### config.mk
export PLATFORM = sky130hd
export DESIGN_NAME = wb_master_bridge_flat
export DESIGN_NICKNAME = d
export VERILOG_FILES = /design/src/rtl/ppcpu_wb_pkg.sv /design/src/rtl/wb_master_bridge_if.sv /design/src/rtl/wb_timeout_cnt.sv /design/src/rtl/wb_master_bridge.sv /design/src/flat_wrapper.sv
export SDC_FILE = /design/constraint.sdc
export NUM_CORES = 1
export LEC_CHECK = 0
export BUFFER_PORTS_ARGS = -buffer_cell sky130_fd_sc_hd__buf_2
export CELL_PAD_IN_SITES_DETAIL_PLACEMENT = 0
export CELL_PAD_IN_SITES_GLOBAL_PLACEMENT = 1
export CORE_UTILIZATION = 30
export CTS_CLUSTER_SIZE = 40
export DETAILED_ROUTE_END_ITERATION = 8
export PLACE_DENSITY = 0.86
export SYNTH_ARGS = -nofsm -noshare
export SYNTH_HDL_FRONTEND = slang
export SYNTH_SLANG_ARGS = --single-unit
### constraint.sdc
create_clock -name wb_clk_i -period 1.9 [get_ports wb_clk_i]
set_clock_uncertainty 0.1 [all_clocks]
set_input_delay 0.285 -clock wb_clk_i [delete_from_list [all_inputs] [get_ports wb_clk_i]]
set_output_delay 0.285 -clock wb_clk_i [all_outputs]
set_load 0.02 [all_outputs]
### src/rtl/ppcpu_wb_pkg.sv
// rtl/ppcpu_wb_pkg.sv - shared Wishbone master types and widths
package ppcpu_wb_pkg;

    localparam int WB_ADDR_W = 32;
    localparam int WB_DATA_W = 32;
    localparam int WB_SEL_W  = 4;

    typedef enum logic [1:0] {
        IDLE = 2'd0,
        BUS  = 2'd1,
        RESP = 2'd2
    } wb_state_e;

    // Address field is sized for the widest bus; narrower masters zero-extend.
    typedef struct packed {
        logic                 we;
        logic [WB_ADDR_W-1:0] adr;
        logic [WB_DATA_W-1:0] dat;
        logic [WB_SEL_W-1:0]  sel;
    } wb_req_t;

endpackage

### src/rtl/wb_master_bridge_if.sv
// rtl/wb_master_bridge_if.sv - request/response and Wishbone signal bundle
interface wb_master_bridge_if #(
    parameter int ADDR_W = 32
);
    import ppcpu_wb_pkg::*;

    logic                 req_valid_i;
    logic                 req_ready_o;
    logic                 req_we_i;
    logic [ADDR_W-1:0]    req_adr_i;
    logic [WB_DATA_W-1:0] req_dat_i;
    logic [WB_SEL_W-1:0]  req_sel_i;
    logic                 rsp_valid_o;
    logic                 rsp_ready_i;
    logic [WB_DATA_W-1:0] rsp_dat_o;
    logic                 rsp_err_o;

    logic                 wb_cyc_o;
    logic                 wb_stb_o;
    logic                 wb_we_o;
    logic [WB_SEL_W-1:0]  wb_sel_o;
    logic [ADDR_W-1:0]    wb_adr_o;
    logic [WB_DATA_W-1:0] wb_dat_o;
    logic [WB_DATA_W-1:0] wb_dat_i;
    logic                 wb_ack_i;
    logic                 wb_err_i;

    // master: the bridge (Wishbone initiator); slave: requester plus bus target
    modport master (
        input  req_valid_i, req_we_i, req_adr_i, req_dat_i, req_sel_i, rsp_ready_i,
        output req_ready_o, rsp_valid_o, rsp_dat_o, rsp_err_o,
        output wb_cyc_o, wb_stb_o, wb_we_o, wb_sel_o, wb_adr_o, wb_dat_o,
        input  wb_dat_i, wb_ack_i, wb_err_i
    );

    modport slave (
        output req_valid_i, req_we_i, req_adr_i, req_dat_i, req_sel_i, rsp_ready_i,
        input  req_ready_o, rsp_valid_o, rsp_dat_o, rsp_err_o,
        input  wb_cyc_o, wb_stb_o, wb_we_o, wb_sel_o, wb_adr_o, wb_dat_o,
        output wb_dat_i, wb_ack_i, wb_err_i
    );

endinterface

### src/rtl/wb_timeout_cnt.sv
// rtl/wb_timeout_cnt.sv - saturating bus-cycle timeout counter
module wb_timeout_cnt #(
    parameter int W     = 8,
    parameter int LIMIT = 255
) (
    input  logic clk,
    input  logic rst_n,
    input  logic clr,
    input  logic en,
    output logic match
);

    localparam logic [W-1:0] LIMIT_V = W'(LIMIT);

    logic [W-1:0] cnt_q;

    always_ff @(posedge clk or negedge rst_n) begin
        if (!rst_n) begin
            cnt_q <= '0;
        end else if (clr) begin
            cnt_q <= '0;
        end else if (en && (cnt_q != LIMIT_V)) begin
            cnt_q <= cnt_q + W'(1);
        end
    end

    // LIMIT of zero means "wait forever": the counter parks at 0 and never matches.
    assign match = (LIMIT != 0) && (cnt_q == LIMIT_V);

endmodule

### src/rtl/wb_master_bridge.sv
// rtl/wb_master_bridge.sv - single-cycle Wishbone classic initiator with timeout
module wb_master_bridge
    import ppcpu_wb_pkg::*;
#(
    parameter int ADDR_W  = 32,
    parameter int TIMEOUT = 255,
    parameter int TO_W    = 8
) (
    input  logic                      wb_clk_i,
    input  logic                      wb_rst_ni,
    wb_master_bridge_if.master        bus,
    output logic                      busy_o
);

    wb_state_e            state_q, state_d;
    wb_req_t              req_q, req_d;
    logic                 cyc_q, cyc_d;
    logic                 rsp_valid_q, rsp_valid_d;
    logic [WB_DATA_W-1:0] rsp_dat_q, rsp_dat_d;
    logic                 rsp_err_q, rsp_err_d;
    logic                 cnt_clr, cnt_en, to_match;

    wb_timeout_cnt #(
        .W     (TO_W),
        .LIMIT (TIMEOUT)
    ) u_timeout (
        .clk   (wb_clk_i),
        .rst_n (wb_rst_ni),
        .clr   (cnt_clr),
        .en    (cnt_en),
        .match (to_match)
    );

    always_ff @(posedge wb_clk_i or negedge wb_rst_ni) begin
        if (!wb_rst_ni) begin
            state_q     <= IDLE;
            req_q       <= '0;
            cyc_q       <= 1'b0;
            rsp_valid_q <= 1'b0;
            rsp_dat_q   <= '0;
            rsp_err_q   <= 1'b0;
        end else begin
            state_q     <= state_d;
            req_q       <= req_d;
            cyc_q       <= cyc_d;
            rsp_valid_q <= rsp_valid_d;
            rsp_dat_q   <= rsp_dat_d;
            rsp_err_q   <= rsp_err_d;
        end
    end

    always_comb begin
        state_d     = state_q;
        req_d       = req_q;
        cyc_d       = cyc_q;
        rsp_valid_d = rsp_valid_q;
        rsp_dat_d   = rsp_dat_q;
        rsp_err_d   = rsp_err_q;
        cnt_clr     = 1'b0;
        cnt_en      = 1'b0;

        case (state_q)
            IDLE: begin
                if (bus.req_valid_i) begin
                    req_d.we  = bus.req_we_i;
                    req_d.adr = WB_ADDR_W'(bus.req_adr_i);
                    req_d.dat = bus.req_dat_i;
                    req_d.sel = bus.req_sel_i;
                    cyc_d     = 1'b1;
                    cnt_clr   = 1'b1;
                    state_d   = BUS;
                end
            end
            BUS: begin
                // Slave termination beats the timeout; err beats ack.
                if (bus.wb_err_i || (!bus.wb_ack_i && to_match)) begin
                    cyc_d       = 1'b0;
                    rsp_valid_d = 1'b1;
                    rsp_err_d   = 1'b1;
                    rsp_dat_d   = '0;
                    state_d     = RESP;
                end else if (bus.wb_ack_i) begin
                    cyc_d       = 1'b0;
                    rsp_valid_d = 1'b1;
                    rsp_err_d   = 1'b0;
                    rsp_dat_d   = req_q.we ? '0 : bus.wb_dat_i;
                    state_d     = RESP;
                end else begin
                    cnt_en = 1'b1;
                end
            end
            RESP: begin
                if (bus.rsp_ready_i) begin
                    rsp_valid_d = 1'b0;
                    state_d     = IDLE;
                end
            end
            default: begin
                cyc_d       = 1'b0;
                rsp_valid_d = 1'b0;
                state_d     = IDLE;
            end
        endcase
    end

    assign bus.req_ready_o = (state_q == IDLE);
    assign busy_o          = (state_q != IDLE);

    assign bus.wb_cyc_o = cyc_q;
    assign bus.wb_stb_o = cyc_q;
    assign bus.wb_we_o  = req_q.we;
    assign bus.wb_adr_o = ADDR_W'(req_q.adr);
    assign bus.wb_dat_o = req_q.dat;
    assign bus.wb_sel_o = req_q.sel;

    assign bus.rsp_valid_o = rsp_valid_q;
    assign bus.rsp_dat_o   = rsp_dat_q;
    assign bus.rsp_err_o   = rsp_err_q;

endmodule

### src/flat_wrapper.sv
// flat-port wrapper written by rule: the top's interface ports become plain ports
module wb_master_bridge_flat import ppcpu_wb_pkg::*;
#(
    parameter int ADDR_W  = 32,
    parameter int TIMEOUT = 255,
    parameter int TO_W    = 8
)
  (wb_clk_i, wb_rst_ni, busy_o, bus_req_valid_i, bus_req_we_i, bus_req_adr_i, bus_req_dat_i, bus_req_sel_i, bus_rsp_ready_i, bus_req_ready_o, bus_rsp_valid_o, bus_rsp_dat_o, bus_rsp_err_o, bus_wb_cyc_o, bus_wb_stb_o, bus_wb_we_o, bus_wb_sel_o, bus_wb_adr_o, bus_wb_dat_o, bus_wb_dat_i, bus_wb_ack_i, bus_wb_err_i);
  wb_master_bridge_if #(.ADDR_W(ADDR_W)) bus_i ();
  input  logic wb_clk_i;
  input  logic wb_rst_ni;
  output logic busy_o;
  input wire logic [$bits(bus_i.req_valid_i)-1:0] bus_req_valid_i;
  input wire logic [$bits(bus_i.req_we_i)-1:0] bus_req_we_i;
  input wire logic [$bits(bus_i.req_adr_i)-1:0] bus_req_adr_i;
  input wire logic [$bits(bus_i.req_dat_i)-1:0] bus_req_dat_i;
  input wire logic [$bits(bus_i.req_sel_i)-1:0] bus_req_sel_i;
  input wire logic [$bits(bus_i.rsp_ready_i)-1:0] bus_rsp_ready_i;
  output wire logic [$bits(bus_i.req_ready_o)-1:0] bus_req_ready_o;
  output wire logic [$bits(bus_i.rsp_valid_o)-1:0] bus_rsp_valid_o;
  output wire logic [$bits(bus_i.rsp_dat_o)-1:0] bus_rsp_dat_o;
  output wire logic [$bits(bus_i.rsp_err_o)-1:0] bus_rsp_err_o;
  output wire logic [$bits(bus_i.wb_cyc_o)-1:0] bus_wb_cyc_o;
  output wire logic [$bits(bus_i.wb_stb_o)-1:0] bus_wb_stb_o;
  output wire logic [$bits(bus_i.wb_we_o)-1:0] bus_wb_we_o;
  output wire logic [$bits(bus_i.wb_sel_o)-1:0] bus_wb_sel_o;
  output wire logic [$bits(bus_i.wb_adr_o)-1:0] bus_wb_adr_o;
  output wire logic [$bits(bus_i.wb_dat_o)-1:0] bus_wb_dat_o;
  input wire logic [$bits(bus_i.wb_dat_i)-1:0] bus_wb_dat_i;
  input wire logic [$bits(bus_i.wb_ack_i)-1:0] bus_wb_ack_i;
  input wire logic [$bits(bus_i.wb_err_i)-1:0] bus_wb_err_i;
  assign bus_i.req_valid_i = bus_req_valid_i;
  assign bus_i.req_we_i = bus_req_we_i;
  assign bus_i.req_adr_i = bus_req_adr_i;
  assign bus_i.req_dat_i = bus_req_dat_i;
  assign bus_i.req_sel_i = bus_req_sel_i;
  assign bus_i.rsp_ready_i = bus_rsp_ready_i;
  assign bus_req_ready_o = bus_i.req_ready_o;
  assign bus_rsp_valid_o = bus_i.rsp_valid_o;
  assign bus_rsp_dat_o = bus_i.rsp_dat_o;
  assign bus_rsp_err_o = bus_i.rsp_err_o;
  assign bus_wb_cyc_o = bus_i.wb_cyc_o;
  assign bus_wb_stb_o = bus_i.wb_stb_o;
  assign bus_wb_we_o = bus_i.wb_we_o;
  assign bus_wb_sel_o = bus_i.wb_sel_o;
  assign bus_wb_adr_o = bus_i.wb_adr_o;
  assign bus_wb_dat_o = bus_i.wb_dat_o;
  assign bus_i.wb_dat_i = bus_wb_dat_i;
  assign bus_i.wb_ack_i = bus_wb_ack_i;
  assign bus_i.wb_err_i = bus_wb_err_i;
  wb_master_bridge #(.ADDR_W(ADDR_W), .TIMEOUT(TIMEOUT), .TO_W(TO_W)) u_core (.wb_clk_i(wb_clk_i), .wb_rst_ni(wb_rst_ni), .bus(bus_i), .busy_o(busy_o));
endmodule
==> flow_summary.toml <==
[synthesis]
number_of_flops_mapped_to_enable_cells_by_yosys = 0
ys_dominant_reg_cell = "sky130_fd_sc_hd__dfrtp_1"
yosysUniqueCellTypes = 32
synthCells = 433
synth_area_um2 = 4350
synth.avg_cell_area_um2 = 10.0
synth_seq_cells = 114
yosys-top-cells-area = "sky130_fd_sc_hd__dfrtp_1 66%, sky130_fd_sc_hd__nand2_1 19%, sky130_fd_sc_hd__a22o_1 6.4%"
async_flop_share_pct = 100
yosys_warnings = 0
synth_top_cell_area_share_pct = 65.6
ys_seq_area_share_pct = 65.6
yosysTopAreaCell = "sky130_fd_sc_hd__dfrtp_1"
synth.net_count = 541

[clock_network]
clk_latency_ps = 410
clkSinkCount = 114
cts_tree = "built"
clk_pin_slew_ps = 50
clk_path_buf_depth = 2
h-tree-depth = 4
cts.root.buffer_cell = "sky130_fd_sc_hd__clkbuf_16"
cts-buffers-inserted = 17

[drt]
drc_markers = 0
route.final.wire_length_um = 13300
first_pass_iters = 4
postRouteAntennaNets = 0
detail_route.wl_per_cell_um = 14.0
route.vias.total = 4301
routed_via_density = 4.50
initialDrtViolationCount = 183

[critical_path]
crit_fanout = 16
cp_data_arrival_time_ps = 2090
critical_path.startpoint_type = "flop"
cpPeakStageDelay_ps = 420
worstPathRequired_ps = 2140
r2r_slack_ps = 50
cp-end-kind = "flop"
criticalPathCategory = "flop to flop"
path_delay_family = "flip-flops"
crit_chain = "ha_1, and3_1, and2_4, o31ai_4, buf_6, clkbuf_16, a22o_1"
worst_path_max_delay_cell = "sky130_fd_sc_hd__dfrtp_1"
cp.buffers_inverters = 2

[timing]
finalSetupTns_ps = 0
count_of_final_max_slew_check_failures = 0
final_min_period_over_clock_period_pct = 97.3
setup_violations = 0
max_freq_ghz = 0.541
grt_setup_unrepaired = "no"
worst-slew-pin-transition_ps = 370
max-slew-margin-rel_pct = 75.3
hold_violations = 0
final_period_minus_worst_setup_slack_ps = 1850

[global_routing]
grt_overflow_total = 0
grt.total_usage_pct = 18.0
grt_max_degree = 75
grt_antenna_before_repair = 0
first_global_vias = 4421
grt_first_pass_wirelength_um = 20600

[power_and_ir_drop]
total_power_mw = 12.0
leakage_nw = 4.06
pwr_density_cell_nw_per_um2 = 1610
vdd_drop_max_mv = 0.856

[placement]
port-buffer-count = 213
post-place-cells = 818
gp_congestion = 0.739
hpwlAfterDp_um = 7960

[floorplanning]
top_level_ports = 214
effective_utilization_at_floorplan_pct = 31.1
rows = 43
die_w_um = 122
fp.dieArea_um2 = 15000
core-area_um2 = 14000
die_height_um = 122

[layout]
fin_nets = 870
fill_cells = 1221
final_cell_mix = "217 x sky130_fd_sc_hd__nand2_1, 212 x sky130_fd_sc_hd__buf_2, 114 x sky130_fd_sc_hd__dfrtp_1"
antenna_cells_inserted = 0
final_common_cell = "sky130_fd_sc_hd__nand2_1"
area.growth.synth_to_final_pct = 70.9
fin_cells = 955
drive_gt1_share_pct = 35.1

[run]
timing.max_cap.violations = 0

[status]
run_status = "finished, final reports clean"

[hold_path]
holdCritPathClass = "input port to flop"
per-stage QoR:
step / util (%) / area, µm² / worst slack (ps) / hold WS, ps
detailed placement: 41.1 / 5740 / -70.1 / 121
floorplan: - / 4350 / 8.29 / -111
CTS: 52.5 / 7340 / 8.30 / 1.51
finish: 53.1 / 7430 / 50.8 / 24.2
global route: 53.1 / 7430 / 4.35 / 5.21
global placement: 41.1 / 5740 / -74.8 / 114
state kept, by name, indices dropped and copies added, names as in the netlist, 2 cells and up:
register and cells:
u_core.bus.rsp_dat_o 32, u_core.bus.wb_adr_o 32, u_core.bus.wb_dat_o 32, u_core.bus.wb_sel_o 4, u_core.state_q 2, u_core.u_timeout.cnt_q 8
synthesized netlist by cell type, types with 2 or more instances:
library cell and count:
sky130_fd_sc_hd__or4_1 2, sky130_fd_sc_hd__nand2_1 218, sky130_fd_sc_hd__and2_1 2, sky130_fd_sc_hd__dfrtp_1 114
sky130_fd_sc_hd__nand3_1 5, sky130_fd_sc_hd__a21oi_1 4, sky130_fd_sc_hd__buf_2 4, sky130_fd_sc_hd__a22o_1 32
sky130_fd_sc_hd__inv_1 3, sky130_fd_sc_hd__clkbuf_1 20, sky130_fd_sc_hd__o21ai_0 2, sky130_fd_sc_hd__nor3_1 2
sky130_fd_sc_hd__xnor2_1 3, sky130_fd_sc_hd__nor2_1 4
repair_timing:
item | in CTS | in global routing
resized for setup | 0 | 5
hold buffers | 101 | 0
buffers inserted | 0 | 2
setup endpoints to repair | 0 | 15
endpoints found under the hold margin | 123 | 0
cells by family (layout without fill, tap and decap cells):
family	count (synthesis)	after routing	share of synthesized area, %
AND/OR/NAND/NOR	239	239	21.6
flip-flops	114	114	65.6
AO/OA/AOI/OAI	47	47	8.98
buffers and inverters	28	370	2.62
XOR/XNOR	3	3	0.605
adder cells (fa/ha/maj)	1	1	0.288
multiplexers	1	1	0.230
layer usage:
| metal | wire (µm) | track usage, % | vias up |
|---|---|---|---|
| li1 | - | - | 2065 |
| met1 | 5330 | 19.5 | 2043 |
| met2 | 6840 | 31.7 | 165 |
| met3 | 892 | 6.37 | 28 |
| met4 | 283 | 7.85 | 0 |
| met5 | 0 | 0 | - |
area by class of cell:
type	instances	area, µm²	share of cell area, %
sequential	114	2850	38.4
timing repair buffer	335	2340	31.5
multi-input combinational	291	1420	19.1
clock buffer	22	474	6.38
tap	180	225	3.03
clock inverter	10	108	1.45
inverter	3	11.3	0.152
worst register-to-register path, stage by stage, from the launching register on:
cell and delay [ps]:
sky130_fd_sc_hd__dfrtp_1 420, sky130_fd_sc_hd__ha_1 230, sky130_fd_sc_hd__and3_1 180, sky130_fd_sc_hd__and2_4 150
sky130_fd_sc_hd__o31ai_4 240, sky130_fd_sc_hd__buf_6 160, sky130_fd_sc_hd__clkbuf_16 170, sky130_fd_sc_hd__a22o_1 140
where the power goes:
group | switching [mW] | leakage, nW | total [mW] | internal (mW)
clock | 1.09 | 0.282 | 3.11 | 2.02
sequential | 0.602 | 1.46 | 4.09 | 3.49
combinational | 2.98 | 2.32 | 4.75 | 1.77
total | 4.68 | 4.06 | 12.0 | 7.28
final timing paths:
kind                       depth (start not counted)                 startpoint                       end
max                                                7  u_core.u_timeout.cnt_q[0]  u_core.bus.rsp_dat_o[29]
min                                                2           bus_wb_dat_i[10]  u_core.bus.rsp_dat_o[10]
max reg2reg                                        7  u_core.u_timeout.cnt_q[0]  u_core.bus.rsp_dat_o[29]
min reg2reg                                        2     u_core.bus.wb_adr_o[5]    u_core.bus.wb_adr_o[5]
max in group asynchronous                          3                  wb_rst_ni   u_core.bus.wb_adr_o[23]
min in group asynchronous                          2                  wb_rst_ni   u_core.bus.wb_dat_o[30]
(Power assumes the default switching activity.)
